File: config.mk
export PLATFORM = sky130hd
export DESIGN_NAME = bcd_to_binary_seq_flat
export DESIGN_NICKNAME = d
export VERILOG_FILES = /design/src/rtl/bcd_to_binary_seq_if.sv /design/src/rtl/bcd_to_binary_seq.sv /design/src/flat_wrapper.sv
export SDC_FILE = /design/constraint.sdc
export NUM_CORES = 1
export LEC_CHECK = 0
export CORE_MARGIN = 2
export CORE_UTILIZATION = 34
export DETAILED_ROUTE_END_ITERATION = 8
export DONT_BUFFER_PORTS = 1
export GPL_TIMING_DRIVEN = 0
export SKIP_CTS_REPAIR_TIMING = 1
export SYNTH_ARGS = -nofsm -noshare
export SYNTH_HDL_FRONTEND = slang
export SYNTH_SLANG_ARGS = --single-unit
File: constraint.sdc
create_clock -name clk -period 11.45 [get_ports clk]
set_clock_uncertainty 0.1 [all_clocks]
set_input_delay 1.7175 -clock clk [delete_from_list [all_inputs] [get_ports clk]]
set_output_delay 1.7175 -clock clk [all_outputs]
set_load 0.02 [all_outputs]
File: src/rtl/bcd_to_binary_seq_if.sv
// Handshake and data bundle between a requester and the BCD-to-binary converter.
// The requester drives start/bcd_in; the converter returns status and the result.
interface bcd_to_binary_seq_if #(
    parameter int DIGITS = 5,
    parameter int OUT_W  = 16
);
    logic                  start;
    logic [4*DIGITS-1:0]   bcd_in;
    logic                  busy;
    logic                  done;
    logic [OUT_W-1:0]      result;
    logic                  overflow;
    logic                  invalid;

    modport master (
        output start,
        output bcd_in,
        input  busy,
        input  done,
        input  result,
        input  overflow,
        input  invalid
    );

    modport slave (
        input  start,
        input  bcd_in,
        output busy,
        output done,
        output result,
        output overflow,
        output invalid
    );
endinterface

File: src/rtl/bcd_to_binary_seq.sv
// Packed-BCD to binary converter: multiply-by-10 / add accumulator, one digit
// per clock, most significant digit first, saturating at 2^OUT_W-1.
module bcd_to_binary_seq #(
    parameter int DIGITS = 5,
    parameter int OUT_W  = 16
) (
    input  logic               clk,
    input  logic               rst_n,
    bcd_to_binary_seq_if.slave bus
);
    localparam int IDX_W = (DIGITS > 1) ? $clog2(DIGITS) : 1;
    localparam int T_W   = OUT_W + 4;
    localparam logic [T_W-1:0] MAX_T = {{4{1'b0}}, {OUT_W{1'b1}}};

    typedef enum logic [0:0] {
        IDLE = 1'b0,
        ACC  = 1'b1
    } state_t;

    state_t              state_q,    state_d;
    logic [4*DIGITS-1:0] shadow_q,   shadow_d;
    logic [OUT_W-1:0]    acc_q,      acc_d;
    logic                ovf_q,      ovf_d;
    logic                inv_q,      inv_d;
    logic [IDX_W-1:0]    idx_q,      idx_d;
    logic                busy_q,     busy_d;
    logic                done_q,     done_d;
    logic [OUT_W-1:0]    result_q,   result_d;
    logic                overflow_q, overflow_d;
    logic                invalid_q,  invalid_d;

    logic [4*DIGITS-1:0] shifted_s;
    logic [3:0]          digit_s;
    logic [T_W-1:0]      t_s;
    logic                ovf_step_s;
    logic                inv_step_s;
    logic [OUT_W-1:0]    acc_step_s;

    // Datapath for one accumulation step using the digit selected by idx_q.
    always_comb begin
        shifted_s  = shadow_q >> {idx_q, 2'b00};
        digit_s    = shifted_s[3:0];
        t_s        = ({{4{1'b0}}, acc_q} * T_W'(10)) + {{OUT_W{1'b0}}, digit_s};
        inv_step_s = inv_q | (digit_s > 4'd9);
        ovf_step_s = ovf_q | (t_s > MAX_T);
        acc_step_s = ovf_step_s ? {OUT_W{1'b1}} : t_s[OUT_W-1:0];
    end

    // Next-state and output-register logic of the IDLE/ACC controller.
    always_comb begin
        state_d    = state_q;
        shadow_d   = shadow_q;
        acc_d      = acc_q;
        ovf_d      = ovf_q;
        inv_d      = inv_q;
        idx_d      = idx_q;
        busy_d     = busy_q;
        done_d     = 1'b0;
        result_d   = result_q;
        overflow_d = overflow_q;
        invalid_d  = invalid_q;

        case (state_q)
            IDLE: begin
                if (bus.start) begin
                    state_d  = ACC;
                    busy_d   = 1'b1;
                    shadow_d = bus.bcd_in;
                    acc_d    = {OUT_W{1'b0}};
                    ovf_d    = 1'b0;
                    inv_d    = 1'b0;
                    idx_d    = IDX_W'(DIGITS - 1);
                end else begin
                    state_d  = IDLE;
                end
            end
            ACC: begin
                acc_d = acc_step_s;
                ovf_d = ovf_step_s;
                inv_d = inv_step_s;
                if (idx_q == {IDX_W{1'b0}}) begin
                    state_d    = IDLE;
                    busy_d     = 1'b0;
                    done_d     = 1'b1;
                    // An invalid digit makes the numeric value meaningless, so it wins.
                    result_d   = inv_step_s ? {OUT_W{1'b0}} : acc_step_s;
                    overflow_d = ovf_step_s & ~inv_step_s;
                    invalid_d  = inv_step_s;
                end else begin
                    idx_d = idx_q - IDX_W'(1);
                end
            end
            default: begin
                state_d = IDLE;
                busy_d  = 1'b0;
            end
        endcase
    end

    // State and output registers with asynchronous reset.
    always_ff @(posedge clk or negedge rst_n) begin
        if (!rst_n) begin
            state_q    <= IDLE;
            shadow_q   <= {(4*DIGITS){1'b0}};
            acc_q      <= {OUT_W{1'b0}};
            ovf_q      <= 1'b0;
            inv_q      <= 1'b0;
            idx_q      <= {IDX_W{1'b0}};
            busy_q     <= 1'b0;
            done_q     <= 1'b0;
            result_q   <= {OUT_W{1'b0}};
            overflow_q <= 1'b0;
            invalid_q  <= 1'b0;
        end else begin
            state_q    <= state_d;
            shadow_q   <= shadow_d;
            acc_q      <= acc_d;
            ovf_q      <= ovf_d;
            inv_q      <= inv_d;
            idx_q      <= idx_d;
            busy_q     <= busy_d;
            done_q     <= done_d;
            result_q   <= result_d;
            overflow_q <= overflow_d;
            invalid_q  <= invalid_d;
        end
    end

    assign bus.busy     = busy_q;
    assign bus.done     = done_q;
    assign bus.result   = result_q;
    assign bus.overflow = overflow_q;
    assign bus.invalid  = invalid_q;
endmodule

File: src/flat_wrapper.sv
// flat-port wrapper written by rule: the top's interface ports become plain ports
module bcd_to_binary_seq_flat 
#(
    parameter int DIGITS = 5,
    parameter int OUT_W  = 16
)
  (clk, rst_n, bus_start, bus_bcd_in, bus_busy, bus_done, bus_result, bus_overflow, bus_invalid);
  bcd_to_binary_seq_if #(.DIGITS(DIGITS), .OUT_W(OUT_W)) bus_i ();
  input  logic clk;
  input  logic rst_n;
  input wire logic [$bits(bus_i.start)-1:0] bus_start;
  input wire logic [$bits(bus_i.bcd_in)-1:0] bus_bcd_in;
  output wire logic [$bits(bus_i.busy)-1:0] bus_busy;
  output wire logic [$bits(bus_i.done)-1:0] bus_done;
  output wire logic [$bits(bus_i.result)-1:0] bus_result;
  output wire logic [$bits(bus_i.overflow)-1:0] bus_overflow;
  output wire logic [$bits(bus_i.invalid)-1:0] bus_invalid;
  assign bus_i.start = bus_start;
  assign bus_i.bcd_in = bus_bcd_in;
  assign bus_busy = bus_i.busy;
  assign bus_done = bus_i.done;
  assign bus_result = bus_i.result;
  assign bus_overflow = bus_i.overflow;
  assign bus_invalid = bus_i.invalid;
  bcd_to_binary_seq #(.DIGITS(DIGITS), .OUT_W(OUT_W)) u_core (.clk(clk), .rst_n(rst_n), .bus(bus_i));
endmodule
* Word level (Yosys, flattened, before mapping) *
Cells that the tools add are included.

storage, ports and cells
  flip-flop bits (word level) = 62
  latch bits = 0
  RAM bits = 0
  ROM bits = 0
  input bits = 23
  output and inout bits = 20
  word-level logic and storage cells = 48
  memories kept = 0

cells by class
  add/subtract/negate cells = 2
  $mul = 1
  divide/modulo/power cells = 0
  order comparisons = 2
  eq/ne operators = 3
  shifts and indexed selects = 1
  muxes and demuxes = 18
  bitwise operators = 5
  reduce and logical (&&, ||, !) cells = 5

operators with widths
  kind                   number
  $mux 16                3
  $pmux 16 s2            1
  $add 20x4->20          1
  $gt 20x16->1 const B   1
  $shr 20x5->4           1
  $mul 16x3->19 const B  1
  $pmux 1 s2             4
  $reduce_and 2->1       4
  $mux 1                 7
  $mux 3                 2
  $ne 2x2->1 const B     3
  $pmux 3 s2             1
  $gt 4x4->1 const B     1
  $logic_not 3->1        1
  $sub 3x1->3 const B    1
  $not 1->1              2
  $or 1x1->1             2
  $and 1x1->1            1

* Logic depth before layout (Yosys ltp) *
  depth in word-level cells = 6
  depth in mapped cells = 14
  depth with buffers taken out = 12

* Worst setup path before layout *
Ideal clock, no wire load.

  path kind = register to register
  from = reg u_core.idx_q[0]
  to = reg u_core.acc_q[1]
  setup time = 0.141 ns
  arrival time = 3.755 ns
  data required time = 11.209 ns
  setup slack = 7.454 ns
  cell stages (with the launch flop) = 15
  buffers on the path = 2
  clock period less this slack = 3.996 ns
  cell sequence = dfrtp_1 -> clkbuf_1 -> mux4_2 -> inv_1 -> o21ai_0 -> ha_1 -> a21o_1 -> a21oi_1 -> and2b_1 -> o2111ai_2 -> or4b_1 -> or4_4 -> a21oi_2 -> buf_6 -> a31oi_1

on the way
  cells in the longest elaborated chain, start to end = 6

RTL lines
  item                    line                      source
  start, declared         bcd_to_binary_seq.sv:25   logic [IDX_W-1:0] idx_q, idx_d;
  start signal, assigned  bcd_to_binary_seq.sv:108  idx_q <= {IDX_W{1'b0}};
  start signal, assigned  bcd_to_binary_seq.sv:120  idx_q <= idx_d;
  $shr 20x5->4 *          bcd_to_binary_seq.sv:41   shifted_s = shadow_q >> {idx_q, 2'b00};
  $add 20x4->20 *         bcd_to_binary_seq.sv:43   t_s = ({{4{1'b0}}, acc_q} * T_W'(10)) + {{OUT_W{1'b0}}, digit_s};
  $gt 20x16->1            bcd_to_binary_seq.sv:45   ovf_step_s = ovf_q | (t_s > MAX_T);
  $or 1x1->1              bcd_to_binary_seq.sv:45
  $mux 16 *               bcd_to_binary_seq.sv:46   acc_step_s = ovf_step_s ? {OUT_W{1'b1}} : t_s[OUT_W-1:0];
  $pmux 16 s2 *           bcd_to_binary_seq.sv:63   case (state_q)
  end signal, assigned    bcd_to_binary_seq.sv:105  acc_q <= {OUT_W{1'b0}};
  end, declared           bcd_to_binary_seq.sv:22   logic [OUT_W-1:0] acc_q, acc_d;

Every way passes the cells marked *; elsewhere a longest branch is shown, timed or not.
A chain may end at the register's enable or synchronous reset.

* Final worst setup path *
  from = reg u_core.idx_q[0]
  to = reg u_core.acc_q[11]

The elaborated chain is that of the path after synthesis.

==> run summary <==
For the number of nets in the synthesized netlist, the log shows 443. The post-synthesis instance area is 3930 sq um, and the post-CTS clock slew at the launch and capture registers of the worst setup and hold paths is 0.05 ns. For the relative slew slack, the log shows 52.0%. Detailed routing placed a total of 544 microns of wire on met3. The worst setup path is captured at a flip-flop. Dividing the detail-routed via count by the number of cells gives 5.62. For the insertion delay to the later sink of the worst-skew pair, the log shows 0.32 ns.

Number of synthesized flops with an enable pin: 0. Among all flip-flop cells after synthesis, the most frequent one is dfrtp_1. After technology mapping, the gate count stands at 385. The final clock period utilization by the worst path is 39.5%. The tools report the H-tree depth as 3.

For the pin with the worst max-slew slack, the measured transition is 0.712 ns. Detailed placement ended at an HPWL of 6780 microns. For this configuration, the core starts out at a cell density of 34.6%. Timing would allow up to 221 MHz. For this run, design rule violations remaining after detail routing come to 0. The initial antenna violation count was 0; the synthesis-to-finish area growth was 11.6%. Yosys attributes the largest share of cell area to dfrtp_1, ha_1, mux2_2. The cell accounting for the most synthesized area is dfrtp_1. For the clock sink count, the log shows 62. The post-layout minimum cycle time was 4.53 ns; the area taken by flip-flops and latches was 1550 sq um. In this run, CTS created clock tree buffers numbering 9. The run gives 63 as the maximum number of pins on one net before global-route repair.

The start-to-end type of the worst setup path was flip-flop to flip-flop. The tightest min-delay check is of the flip-flop to flip-flop type. The routed wire length was 8880 microns. Leaving out fill and tap cells, the most frequent cell in the layout is dfrtp_1. Grouping stages by cell kind, the critical path spends the most delay in simple AND/OR/NAND/NOR gates. Dividing the detail-routed wire length by the instance count gives 16.4 microns.

The remaining antenna violation count after routing is 0. The worst setup path is launched from a flip-flop. The number of I/O pins was 43. The highest metal layer carrying signal wires in the routed design is met4. The share of the Yosys chip area taken by registers is 39.5%. The worst slack at placement was 6.89 ns; the average instance area after synthesis was 10.2 sq um.

Total grt overflow: 0. In this run the worst path has a maximum fanout of 10. Synthesis instantiated 61 different standard cells from the library.

The master cell of the clock root buffer was clkbuf_16. Leaving out fill and tap cells, the most frequent cells in the layout are dfrtp_1, o21ai_0, a31oi_1. The number of buffers added on ports was 0. The run gives 0.777 as the routability congestion estimate from global placement.

The routed design uses 4280 microns of met2 wire. In the global route stage, overall resource usage came out at 14.7%. Hold is met by 0.402 ns. Critical path arrival: 4.60 ns. For this run, asynchronously set or reset flops after synthesis account for 100%. Final layout net count: 454.

Setup repair after global routing left no endpoint under its margin. The area after detailed placement was 4110 sq um; the flop and latch count out of synthesis was 62. The run gives 2 as the buffer levels on the longest clock path. The floorplan step defined a core boundary enclosing 11400 sq um. The count of antenna diodes in the layout was 0; the area share of the largest cell type after synthesis was 39.5%.

Area of the multi-input gates: 2180 sq um. The largest single stage delay on the critical path is 0.56 ns. The tools report the via count of the first global-routing pass as 2999. The run finished with clean final reports. The floorplan step set the die width to 111 microns. The logs give 0 for the hold violation count in the final report and 12400 sq um for the area of the die. The max-cap check violation count was 0; the warning count from the yosys run was 0. For the final routed database, the setup TNS stands at 0 ns.

Post-route worst setup slack: 6.92 ns. The logs give 178 for the number of DRC markers after the initial detailed-route iteration and 0 for the number of max-slew violations in the final report. The count of standard-cell rows came out at 39.

In the final routing, the length of wire on met1 measures 3930 microns. For the worst setup path, the data required time is 11.53 ns. TritonCTS built the clock tree. The slowest stage cell on the critical path was mux4_2. For the first-pass detailed-route iteration total, the log shows 4.

The floorplan step set the die height to 111 microns. The first global-routing pass estimated 14800 microns of wire. The routed via count is 3045, and the fraction of final layout cells with drive strength greater than 1 is 13.8%. The tools report the total of endpoints with negative setup slack in the final report as 0. The filler cells instantiated in the layout total 1113.

Summing all non-filler instances in the final layout gives an area of 4380 sq um. The number of buffers and inverters on the critical path is 3. Walking the worst path, the cells encountered are clkbuf_1, mux4_2, inv_1, o21ai_0, ha_1, a21o_1, a21oi_1, and2b_1, o2111ai_2, or4b_1, or4_4, a21oi_2, buf_6, a31oi_1.
## cells by family (layout without fill, tap and decap cells)
logic type | after synthesis | in the layout | share of synthesized area [%]
simple gates | 72 | 72 | 9.97
buf+inv | 40 | 54 | 4.90
compound gates | 131 | 131 | 21.1
fa+ha+maj | 35 | 35 | 11.5
xor+xnor | 18 | 18 | 4.20
mux | 27 | 27 | 8.79
flops | 62 | 62 | 39.5
## per-stage QoR
step	cells	util [%]
floorplan	385	-
global placement	528	36.1
detailed placement	528	36.1
CTS	542	38.5
global route	542	38.5
finish	542	38.5
## worst paths after layout
check | from | endpoint | slack, ns | cells after the start
max | u_core.idx_q[0] | u_core.acc_q[11] | 6.92 | 14
min | u_core.shadow_q[15] | u_core.shadow_q[15] | 0.40 | 1
max reg2reg | u_core.idx_q[0] | u_core.acc_q[11] | 6.92 | 14
min reg2reg | u_core.shadow_q[15] | u_core.shadow_q[15] | 0.40 | 1
max in group asynchronous | rst_n | u_core.bus.result[13] | 10.17 | 0
min in group asynchronous | rst_n | u_core.idx_q[1] | 0.99 | 0
## metal layers
metal	vias up	global-route usage [%]
met2	79	24.5
met4	0	4.20
li1	1463	-
met3	14	4.63
met5	-	0
met1	1489	18.4
## area by class of cell
class	instances	share of cell area (%)
Multi-Input combinational cell	283	49.8
Sequential cell	62	35.4
Clock buffer	13	6.17
Tap cell	143	4.08
Buffer	21	2.77
Inverter	19	1.63
Clock inverter	1	0.114
## Yosys cell counts, types with 6 or more instances
cell type  number
xor2_1          9
ha_1           33
nand2_1        16
nor2_1         12
dfrtp_1        62
a21o_1          6
a21oi_1        29
xnor2_1         8
inv_1          18
a31oi_1        34
mux2_2         20
clkbuf_1       13
nor3_1         10
o21a_1          7
o21ai_0        35
## state kept, by name, summed over array words and instances (netlist names)
name / count
u_core.inv_q: 1
u_core.bus.overflow: 1
u_core.bus.busy: 1
u_core.bus.result: 16
u_core.bus.invalid: 1
u_core.bus.done: 1
u_core.state_q: 1
u_core.ovf_q: 1
u_core.shadow_q: 20
u_core.idx_q: 3
u_core.acc_q: 16
Power is left out: the tool's default activity adds up to more than one toggle a clock period on the data nets, which glitch-free logic cannot reach.
